[config.mk]
export PLATFORM = sky130hd
export DESIGN_NAME = vco_adc_edge_decim
export DESIGN_NICKNAME = d
export VERILOG_FILES = /design/src/rtl/vco_adc_edge_decim.sv
export SDC_FILE = /design/constraint.sdc
export NUM_CORES = 1
export LEC_CHECK = 0
export ABC_CLOCK_PERIOD_IN_PS = 3650
export CAP_MARGIN = 10
export CORE_MARGIN = 5
export CORE_UTILIZATION = 55
export DETAILED_ROUTE_END_ITERATION = 16
export GPL_ROUTABILITY_DRIVEN = 0
export GPL_TIMING_DRIVEN = 0
export PLACE_DENSITY = 0.83
export SLEW_MARGIN = 5
export SYNTH_ARGS = -nofsm -noshare
export SYNTH_HDL_FRONTEND = slang
export SYNTH_SLANG_ARGS = --single-unit
export TNS_END_PERCENT = 5
[constraint.sdc]
create_clock -name clk -period 3.65 [get_ports clk]
set_clock_uncertainty 0.2 [all_clocks]
set_input_delay 0.73 -clock clk [delete_from_list [all_inputs] [get_ports clk]]
set_output_delay 0.73 -clock clk [all_outputs]
set_load 0.02 [all_outputs]
[src/rtl/vco_adc_edge_decim.sv]
// Edge-counting decimator for a VCO-based ADC front end.
//
// Counts transitions of the sampled VCO phase bit over gapless windows of DECIM samples and
// presents each window's count (saturated to OW bits) through a valid/ready output register.
//
// Ports:
//   clk         sample clock (rising edge)
//   rst_n       asynchronous active-low reset
//   en          conversion enable; low discards any partial window
//   d           sampled VCO phase bit
//   clr_flags   synchronous clear of the sticky ovr/sat flags
//   dout        edge count of the last completed window
//   dout_valid  dout holds an unconsumed result
//   dout_ready  consumer accepts dout when dout_valid && dout_ready
//   ovr         sticky: a completed result was dropped while dout was pending
//   sat         sticky: a window count was clipped at 2^OW-1
module vco_adc_edge_decim #(
  parameter int unsigned DECIM = 64,
  parameter int unsigned OW    = 8
) (
  input  logic          clk,
  input  logic          rst_n,
  input  logic          en,
  input  logic          d,
  input  logic          clr_flags,
  output logic [OW-1:0] dout,
  output logic          dout_valid,
  input  logic          dout_ready,
  output logic          ovr,
  output logic          sat
);

  localparam int unsigned CW = $clog2(DECIM);
  localparam int unsigned AW = $clog2(DECIM + 1);
  // Accumulator is wide enough for DECIM edges and for the saturation limit.
  localparam int unsigned SW = (AW > OW) ? AW : OW;
  localparam logic [SW-1:0] MaxOut  = SW'({OW{1'b1}});
  localparam logic [CW-1:0] LastCnt = CW'(DECIM - 1);

  typedef enum logic [1:0] {
    StIdle,
    StPrime,
    StAccum
  } state_e;

  state_e        state_q;
  logic          d_prev_q;
  logic [CW-1:0] cnt_q;
  logic [SW-1:0] acc_q;
  logic [OW-1:0] dout_q;
  logic          dout_valid_q;
  logic          ovr_q;
  logic          sat_q;

  logic          edge_det;
  logic [SW-1:0] sum;
  logic          complete;
  logic          clip;
  logic [OW-1:0] result;

  always_comb begin
    edge_det = d ^ d_prev_q;
    sum      = acc_q + SW'(edge_det);
    complete = (state_q == StAccum) && en && (cnt_q == LastCnt);
    clip     = (sum > MaxOut);
    result   = clip ? {OW{1'b1}} : sum[OW-1:0];
  end

  always_ff @(posedge clk or negedge rst_n) begin
    if (!rst_n) begin
      state_q      <= StIdle;
      d_prev_q     <= 1'b0;
      cnt_q        <= '0;
      acc_q        <= '0;
      dout_q       <= '0;
      dout_valid_q <= 1'b0;
      ovr_q        <= 1'b0;
      sat_q        <= 1'b0;
    end else begin
      // Window datapath: dropping en abandons the partial window immediately.
      if (!en) begin
        state_q <= StIdle;
        acc_q   <= '0;
        cnt_q   <= '0;
      end else begin
        case (state_q)
          StIdle: begin
            state_q <= StPrime;
          end
          StPrime: begin
            // Capture the reference phase so the first window has no spurious edge.
            d_prev_q <= d;
            acc_q    <= '0;
            cnt_q    <= '0;
            state_q  <= StAccum;
          end
          StAccum: begin
            d_prev_q <= d;
            if (cnt_q == LastCnt) begin
              acc_q <= '0;
              cnt_q <= '0;
            end else begin
              acc_q <= sum;
              cnt_q <= cnt_q + CW'(1);
            end
          end
          default: begin
            state_q <= StIdle;
          end
        endcase
      end

      // Output register: a new result may replace dout only if the old one is consumed.
      if (complete) begin
        if (!dout_valid_q || dout_ready) begin
          dout_q       <= result;
          dout_valid_q <= 1'b1;
        end
      end else if (dout_valid_q && dout_ready) begin
        dout_valid_q <= 1'b0;
      end

      // Set beats clear when both happen in the same cycle.
      ovr_q <= (ovr_q & ~clr_flags) | (complete & dout_valid_q & ~dout_ready);
      sat_q <= (sat_q & ~clr_flags) | (complete & clip);
    end
  end

  assign dout       = dout_q;
  assign dout_valid = dout_valid_q;
  assign ovr        = ovr_q;
  assign sat        = sat_q;

endmodule

# After elaboration in Yosys (flattened, before gate mapping)
# Cells that the tools add are included.
dict set report word_totals {
  output_inout_bits 11
  regBits 28
  elab_cells 50
  in_bits 6
}
dict set report classes {
  n_addsub 2
  n_reduce_logical 11
  n_eq_ne 6
  order_cmp 1
  bitwise 10
  n_mux 12
}
# op n
set op_table {}
lappend op_table {{$mux W8} 3}
lappend op_table {{$pmux W8 S2} 1}
lappend op_table {{$mux W6} 2}
lappend op_table {{$pmux W6 S2} 1}
lappend op_table {{$add A8 B1 Y8} 1}
lappend op_table {{$gt A8 B8 Y1 const B} 1}
lappend op_table {{$add A6 B1 Y6 const B} 1}
lappend op_table {{$eq A6 B6 Y1 const B} 1}
lappend op_table {{$pmux W2 S3} 1}
lappend op_table {{$reduce_and A2 Y1} 3}
lappend op_table {{$and A1 B1 Y1} 5}
lappend op_table {{$logic_and A1 B1 Y1} 3}
lappend op_table {{$mux W1} 3}
lappend op_table {{$ne A3 B1 Y1 const B} 1}
lappend op_table {{$eq A2 B1 Y1 const B} 1}
lappend op_table {{$eq A2 B2 Y1 const B} 1}
lappend op_table {{$logic_not A2 Y1} 1}
lappend op_table {{$mux W2} 1}
lappend op_table {{$ne A2 B1 Y1 const B} 1}
lappend op_table {{$ne A2 B2 Y1 const B} 1}
lappend op_table {{$not A1 Y1} 2}
lappend op_table {{$or A1 B1 Y1} 2}
lappend op_table {{$reduce_bool A2 Y1} 1}
lappend op_table {{$reduce_or A2 Y1} 1}
lappend op_table {{3 further kinds} 3}

# Longest topological paths before layout
# Gate-level depths: netlist (run 1).
dict set report logic_depth {
  depth_word 6
  depth_mapped 7
  ltp_nobuf 6
}

# Worst setup path before layout (run 1)
# No wires, ideal clock.
dict set report synth_path {
  path_type {input port to flip-flop}
  start {input port d}
  end {register acc_q[7]}
  stages 7
  required_time_ns 3.368
  setup_ns 0.082
  arrival_time_ns 1.848
  n_path_buf 1
  path_slack_ns 1.520
  cell_sequence {xor2_1 ha_1 and3_1 buf_2 and3_4 nand2b_1 a31oi_1}
}
dict set report synth_via {
  elab_chain_cells 5
}
# item line_no
set synth_rtl {}
lappend synth_rtl {{start: declaration} 24} ;# input logic d,
lappend synth_rtl {{$xor A1 B1 Y1} 62} ;# edge_det = d ^ d_prev_q;
lappend synth_rtl {{$add A8 B1 Y8} 63} ;# sum = acc_q + SW'(edge_det);
lappend synth_rtl {{$mux W8} 99} ;# if (cnt_q == LastCnt) begin
lappend synth_rtl {{$pmux W8 S2} 86} ;# case (state_q)
lappend synth_rtl {{$mux W8} 81} ;# if (!en) begin
lappend synth_rtl {{end signal: assignment} 103} ;# acc_q <= sum;
lappend synth_rtl {{end: declaration} 49} ;# logic [SW-1:0] acc_q;
# Every way passes these cells.
# A chain may end at the register's enable or synchronous reset.

# Final worst setup path (run 1)
dict set report layout_path {
  start {input port d}
  end {register dout_q[7], in the netlist dout[7]}
}
dict set report layout_via {
  elab_chain_cells 4
}
# item line_no
set layout_rtl {}
lappend layout_rtl {{$xor A1 B1 Y1 *} 62}
lappend layout_rtl {{$add A8 B1 Y8 *} 63}
lappend layout_rtl {{$gt A8 B8 Y1} 65} ;# clip = (sum > MaxOut);
lappend layout_rtl {{$mux W8 *} 66} ;# result = clip ? {OW{1'b1}} : sum[OW-1:0];
lappend layout_rtl {{end signal: assignment} 116} ;# dout_q <= result;
lappend layout_rtl {{end: declaration} 50} ;# logic [OW-1:0] dout_q;
# Mark *: on every way between the ends. The rest lies on a longest branch, timed or not.

==> results of run 1 <==
## routing by layer
layer  GRT usage  wire (um)
met3      0.0319        205
met5           0          0
met2       0.242       1080
met1       0.192       1060
met4      0.0557         30
## through the flow
stage	cells	utilization	cell area, um^2
detailed placement	181	0.651	1600
global placement	181	0.651	1600
finish	184	0.658	1620
global route	184	0.658	1620
CTS	184	0.660	1620
floorplan	135	-	1400
## state kept, by name, indices dropped and copies added, names as in the netlist
signal      cells
acc_q           8
cnt_q           6
d_prev_q        1
dout            8
dout_valid      1
ovr             1
sat             1
state_q         2
## kinds of logic (layout without fill, tap and decap cells)
logic type,after synthesis,count (layout),synth area share
AND/OR/NAND/NOR,44,44,0.172
flip-flops,28,28,0.500
adder cells (fa/ha/maj),7,7,0.0626
AO/OA/AOI/OAI,33,33,0.144
buffers and inverters,10,29,0.0340
multiplexers,4,4,0.0304
XOR/XNOR,9,9,0.0563
## placed cells by master (no fill, tap or decap), types with 5 or more instances in the layout
| cell type | netlist | routed |
|---|---|---|
| a21oi_1 | 7 | 7 |
| a31oi_1 | 7 | 7 |
| ha_1 | 7 | 7 |
| clkdlybuf4s50_1 | 0 | 15 |
| dfrtp_1 | 28 | 28 |
| nand2b_1 | 5 | 5 |
| inv_1 | 6 | 6 |
| o21ai_0 | 9 | 9 |
| xor2_1 | 5 | 5 |
| nand2_1 | 19 | 19 |
## Yosys cell counts, drive strengths merged
master  count
xnor2       4
a21oi       8
or3         1
and2        2
and3        4
inv         6
ha          7
clkbuf      1
nand2      19
dfrtp      28
mux2i       2
nand2b      5
nand4       2
nand3       4
xor2        5
nor2        3
buf         3
nor2b       3
o21ai      14
a22o        2
o22ai       1
a31oi       7
mux2        2
a41oi       1
and4        1
## worst paths after layout
path                                           to  slack [ns]  cells past startpoint
min                        state_q[1]$_DFFE_PN0P_        0.19                      1
max in group asynchronous     dout[7]$_DFFE_PN0P_        2.67                      1
max reg2reg                  acc_q[5]$_DFFE_PN0P_        1.72                      7
max                           dout[7]$_DFFE_PN0P_        1.29                      8
min in group clk              dout[7]$_DFFE_PN0P_        0.30                      2
min reg2reg                   dout[7]$_DFFE_PN0P_        0.30                      2
## cell type report
class,instances,area [um^2]
sequential,28,701
tap,30,37.5
inverter,6,22.5
buffer,4,25.0
clock buffer,3,22.5
timing repair buffer,16,155
fill,218,840
multi-input combinational,97,652
## power breakdown
group,internal (mW),leakage (nW),switching [mW],total [mW]
Combinational,0.0331,0.301,0.0434,0.0765
Clock,0.0388,0.0138,0.0853,0.124
Sequential,0.323,0.387,0.0115,0.334
Total,0.394,0.701,0.140,0.535
## worst max-delay path, stage by stage
cell and delay [ns]:
clkdlybuf4s50_1 0.48, xor2_1 0.20, ha_1 0.25, and3_1 0.16, buf_2 0.15, and3_4 0.21
xnor2_1 0.13, o21ai_2 0.06
==> results_dict.tcl, run 1 <==
set metrics [dict create \
    nets 169 \
    grt_pass1_vias 917 \
    cts_buffers 3 \
    status "finished, final reports clean" \
    syn_area_per_cell_um2 10.4 \
    die-area_um2 3650 \
    hold_slack_ns 0.188 \
    cts_setup_buffers 0 \
    p_leak_nw 0.701 \
    tightest_slew_ns 0.604 \
    wl_mm 2.38 \
    ios 17 \
    slew_headroom 0.597 \
    initial_utilization 0.570 \
    critPathMaxFanout 6 \
    wl_per_cell_um 12.9 \
    viasPerCell 5.59 \
    dp_slack_ns 0.944 \
    period_minus_slack_ns 2.36 \
    die-height_um 60.5 \
    grt_max_degree 29 \
    end_kind "register" \
    first_pass_iters 4 \
    root_buffer "clkbuf_4" \
    tritoncts "done" \
    grt_pass1_wl_mm 4.04 \
    cts_max_path_buffers 2 \
    cts_sinks 28 \
    ant_nets 0 \
    rows 18 \
    rsz0062_at_grt "no" \
    numPortBuffers 16 \
    clkLatencyLatePin_ns 0.33 \
    syn_area_um2 1400 \
    setup_violations 0 \
    synth.distinct_cells 32 \
    drive_above_1_share 0.0974 \
    synth_seq_area_share 0.500 \
    dp_hpwl_mm 1.75 \
    h-tree-depth 1 \
    vdd_drop_max_v 0.000252 \
    grt-ovfl-total 0 \
    first_iter_violations 37 \
    finalHoldViolCount 0 \
    post-route-drc-count 0 \
    ys_ff_latch 28 \
    total_power_mw 0.535 \
    grt_usage 0.148 \
    crit_type "in2reg" \
    synth_top_area_cell "dfrtp_1" \
    via_count 1029 \
    finalMaxSlewViolations 0 \
    yosysWarnings 0 \
    syn_to_final_growth_pct 15.4 \
    synth_area_leaders "dfrtp_1 (50%), ha_1 (6.3%), nand2_1 (5.1%)" \
    ctsResizeCount 0 \
    fmax_ghz 0.424 \
    netlist_instances 135 \
    crit_path_start "d" \
    power_density_nw_per_um2 331 \
    path_clk_slew_ns 0.14 \
    finalSetupTns_ns 0 \
    die_x_um 60.5 \
    cp-start-kind "primary input" \
    hp-class "in2async" \
    core_area_um2 2450 \
    ctsHoldBuffers 0 \
    synth_top_area_share 0.500 \
    synth_nets 148 \
    r2r_start "state_q[0]$_DFFE_PN0P_" \
    n_antenna_cell 0 \
    cap_violations 0 \
    layout_setup_ws_ns 1.29 \
    antenna_found_initial 0 \
    post-route-period-util 0.646 \
    required_ns 3.68 \
    critPathArrivalTime_ns 2.39 \
]
Power figures use the tool's default switching activity.
==> inputs of run 2 (changes only) <==
ABC_CLOCK_PERIOD_IN_PS = 2500   (was 3650)
CORE_UTILIZATION = 54   (was 55)
PLACE_DENSITY = 0.82   (was 0.83)
clock period = 2.5 ns   (was 3.65 ns; I/O delays follow)
==> run 2 against run 1 <==
Compared with the run above: the run now ends with hold timing left; setup slack got worse by 0.98 ns; critical path depth did not move; global-route usage grew 1.2 points; sequential power up 46%; critical endpoint is now dout[5]$_DFFE_PN0P_; largest power group unchanged.
==> results_dict.tcl, run 2 (synthesized netlist as in run 1, its figures left out) <==
set metrics [dict create \
    status "finished, violations left" \
    violations "hold timing" \
    layout_setup_ws_ns 0.316 \
    slew_headroom 0.593 \
    tritoncts "done" \
    crit_type "in2reg" \
    die_x_um 60.9 \
    post-route-period-util 0.874 \
    via_count 1070 \
    layout_common_cells "dfrtp_1 (28), nand2_1 (19), clkdlybuf4s50_1 (15)" \
    crit_buf_inv 2 \
    cpPeakStageDelay_ns 0.48 \
    p_leak_nw 0.709 \
    h-tree-depth 1 \
    path_clk_slew_ns 0.14 \
    hp-class "in2async" \
    ant_nets 0 \
    ctsResizeCount 0 \
    required_ns 2.56 \
    cts_buffers 3 \
    first_pass_iters 5 \
    setup_violations 0 \
    core_area_um2 2480 \
    critPathSlowestCell "clkdlybuf4s50_1" \
    die-area_um2 3710 \
    nets 169 \
    r2r_slack_ns 0.54 \
    critPathMaxFanout 6 \
    initial_utilization 0.565 \
    ctsHoldBuffers 0 \
    critPathArrivalTime_ns 2.24 \
    power_density_nw_per_um2 505 \
    root_buffer "clkbuf_4" \
    numPortBuffers 16 \
    first_iter_violations 21 \
    clkLatencyLatePin_ns 0.32 \
    n_antenna_cell 0 \
    dp_slack_ns -0.0385 \
    drive_above_1_share 0.103 \
    grt_pass1_wl_mm 4.40 \
    rsz0062_at_grt "no" \
    fmax_ghz 0.458 \
    path_common_cell "xor2_1" \
    final_common_cell "dfrtp_1" \
    finalHoldViolCount 28 \
    cap_violations 0 \
    cp-start-kind "primary input" \
    syn_to_final_growth_pct 16.4 \
    dp_hpwl_mm 2.01 \
    path_cells "clkdlybuf4s50_1 > xor2_1 > ha_1 > and3_1 > buf_2 > nand3_1 > xor2_1 > o21ai_1" \
    end_kind "register" \
    cts_setup_buffers 0 \
    vdd_drop_max_v 0.000379 \
    grt_pass1_vias 1064 \
    grt_usage 0.159 \
    antenna_found_initial 0 \
    tightest_slew_ns 0.610 \
    rows 18 \
    hold_slack_ns -0.0445 \
    wl_mm 2.66 \
    period_minus_slack_ns 2.18 \
    ios 17 \
    die-height_um 60.9 \
    finalMaxSlewViolations 0 \
    post-route-drc-count 0 \
    viasPerCell 5.78 \
    wl_per_cell_um 14.4 \
    cts_max_path_buffers 2 \
    cts_sinks 28 \
    crit_family "buffers and inverters" \
    grt-ovfl-total 0 \
    grt_max_degree 29 \
]
run 2: layer usage:
metal  track usage  wire length (um)
met2         0.279              1310
met1         0.185              1140
met5             0                 0
met3        0.0319               152
met4        0.0774                57
run 2: area by class of cell:
| class | instances | area (um^2) |
|---|---|---|
| well taps | 30 | 37.5 |
| inverters | 6 | 22.5 |
| plain buffers | 4 | 25.0 |
| flip-flops and latches | 28 | 701 |
| clock buffers | 4 | 36.3 |
| repair buffers | 16 | 155 |
| multi-input cells | 97 | 652 |
| fillers | 197 | 848 |
run 2: path summary, 6_finish.rpt:
| check | start | to | cells after the start |
|---|---|---|---|
| hold reg to reg | dout[7]$_DFFE_PN0P_ | dout[7]$_DFFE_PN0P_ | 2 |
| setup reg to reg | state_q[0]$_DFFE_PN0P_ | acc_q[6]$_DFFE_PN0P_ | 7 |
| min in group clk | dout[7]$_DFFE_PN0P_ | dout[7]$_DFFE_PN0P_ | 2 |
| max in group asynchronous | rst_n | state_q[1]$_DFFE_PN0P_ | 1 |
| setup / recovery | d | dout[5]$_DFFE_PN0P_ | 8 |
| hold / removal | rst_n | dout_valid$_DFFE_PN0P_ | 1 |
run 2: metrics by stage:
stage	TNS [ns]	util	total power [mW]	instances	cell area (um^2)
floorplan	0	-	0.572	135	1400
global route	0	0.658	0.862	185	1630
CTS	0	0.660	0.828	185	1630
global placement	0	0.645	0.605	181	1600
finish	0	0.658	0.823	185	1630
detailed placement	-0.0832	0.645	0.615	181	1600
run 2: power by group:
part	leakage, nW	switching (mW)	internal (mW)	total, mW
sequential	0.387	0.0161	0.471	0.487
combinational	0.301	0.0669	0.0492	0.116
clock	0.0210	0.131	0.0892	0.220
run 2: worst register-to-register path: stages, from the launching register on:
cell and delay (ns):
dfrtp_1 0.44, inv_1 0.10, ha_1 0.26, nand2_1 0.18
a21oi_4 0.30, buf_6 0.20, a21oi_1 0.07, a31oi_1 0.16
==> inputs of run 3 (changes only) <==
SETUP_SLACK_MARGIN = 0.5   (was default)
==> run 3 against run 2 <==
Compared with the run above: the run still ends with hold timing left; highest routed layer unchanged; core utilization grew 1.8 points; clock power is essentially flat; power grew 1.3%; largest power group unchanged.
==> results_dict.tcl, run 3 (synthesized netlist as in run 1, its figures left out) <==
set metrics [dict create \
    status "finished, violations left" \
    post-route-drc-count 0 \
    place_area_um2 1600 \
    final_cells 189 \
    cts_sinks 28 \
    required_ns 1.80 \
    die-height_um 60.9 \
    cp.depth 1 \
    path_cells "clkdlybuf4s50_1" \
    via_count 1107 \
    period_minus_slack_ns 2.03 \
    critPathMaxFanout 2 \
    fmax_ghz 0.493 \
    grt-busiest-layer "met2" \
    die-area_um2 3710 \
    power_density_nw_per_um2 498 \
    layout_setup_ws_ns 0.472 \
    dp_cells 181 \
    grt_usage 0.164 \
    n_antenna_cell 0 \
    total_power_mw 0.834 \
    first_iter_violations 37 \
    vdd_drop_max_v 0.000383 \
    crit_buf_inv 1 \
    fillCellCount 190 \
    wl_mm 2.80 \
    crit_type "reg2out" \
    tritoncts "done" \
    final_common_cell "dfrtp_1" \
    clkLatencyLatePin_ns 0.32 \
    final_area_um2 1670 \
    critPathArrivalTime_ns 1.33 \
    slew_headroom 0.596 \
    ctsHoldBuffers 0 \
    grt_pass1_vias 1080 \
    h-tree-depth 1 \
    hold_slack_ns -0.0405 \
    ios 17 \
    dp_hpwl_mm 2.01 \
    root_buffer "clkbuf_4" \
    syn_to_final_growth_pct 19.5 \
    finalHoldViolCount 28 \
    tightest_slew_ns 0.606 \
    layout_common_cells "dfrtp_1 (28), nand2_1 (19), clkdlybuf4s50_1 (13)" \
    wl_per_cell_um 14.8 \
    antenna_found_initial 0 \
    cts_max_path_buffers 2 \
    dp_slack_ns -0.0385 \
    hp-class "in2async" \
    finalMaxSlewViolations 0 \
    nets 173 \
    finalSetupTns_ns 0 \
    met3_usage 0.0319 \
    cp-start-kind "register" \
    viasPerCell 5.86 \
    grt_max_degree 29 \
    crit_family "buffers and inverters" \
    first_pass_iters 5 \
    core_area_um2 2480 \
    setup_violations 0 \
    p_leak_nw 0.749 \
    path_clk_slew_ns 0.14 \
    grt-ovfl-total 0 \
    end_kind "output port" \
    grt_use_met2 0.290 \
    cpPeakStageDelay_ns 0.61 \
    rsz0062_at_grt "yes" \
    rows 18 \
    drive_above_1_share 0.138 \
    r2r_cells 7 \
    violations "hold timing" \
    die_x_um 60.9 \
    grt_pass1_wl_mm 4.50 \
    numPortBuffers 16 \
    ant_nets 0 \
    initial_utilization 0.565 \
    cap_violations 0 \
    critPathSlowestCell "clkdlybuf4s50_1" \
    post-route-period-util 0.811 \
    cts_buffers 3 \
    use_met1 0.190 \
    post-route-util 0.675 \
]
## run 3: what timing repair did
action                                  in CTS  in global routing
pin swaps                                    3                  0
endpoints found under the setup margin      17                 19
buffers inserted                             1                  3
resized for setup                            4                  1
cloned                                       0                  0
## run 3: power breakdown
group	switching (mW)	internal, mW	total, mW
Clock	0.130	0.0891	0.219
Sequential	0.0186	0.471	0.490
Combinational	0.0702	0.0549	0.125
Total	0.219	0.615	0.834
## run 3: path summary, 6_finish.rpt
check	from	endpoint	slack (ns)
max	dout[3]$_DFFE_PN0P_	dout[3]	0.47
min	rst_n	dout_valid$_DFFE_PN0P_	-0.04
max reg2reg	state_q[0]$_DFFE_PN0P_	acc_q[5]$_DFFE_PN0P_	0.54
min reg2reg	dout[7]$_DFFE_PN0P_	dout[7]$_DFFE_PN0P_	0.31
max in group asynchronous	rst_n	dout[1]$_DFFE_PN0P_	1.75
min in group clk	dout[7]$_DFFE_PN0P_	dout[7]$_DFFE_PN0P_	0.31
## run 3: final cells by class
class | count | area, um^2 | area share
plain buffers | 4 | 27.5 | 0.0165
clock buffers | 4 | 36.3 | 0.0217
flip-flops and latches | 28 | 701 | 0.419
multi-input cells | 97 | 662 | 0.396
repair buffers | 20 | 186 | 0.111
inverters | 6 | 22.5 | 0.0135
well taps | 30 | 37.5 | 0.0224
## run 3: layer usage
metal | vias to the layer above | wire length (um) | part of all wire
li1 | 511 | - | -
met1 | 543 | 1130 | 0.40
met2 | 49 | 1390 | 0.49
met3 | 4 | 249 | 0.089
met4 | 0 | 37 | 0.013
met5 | - | 0 | 0
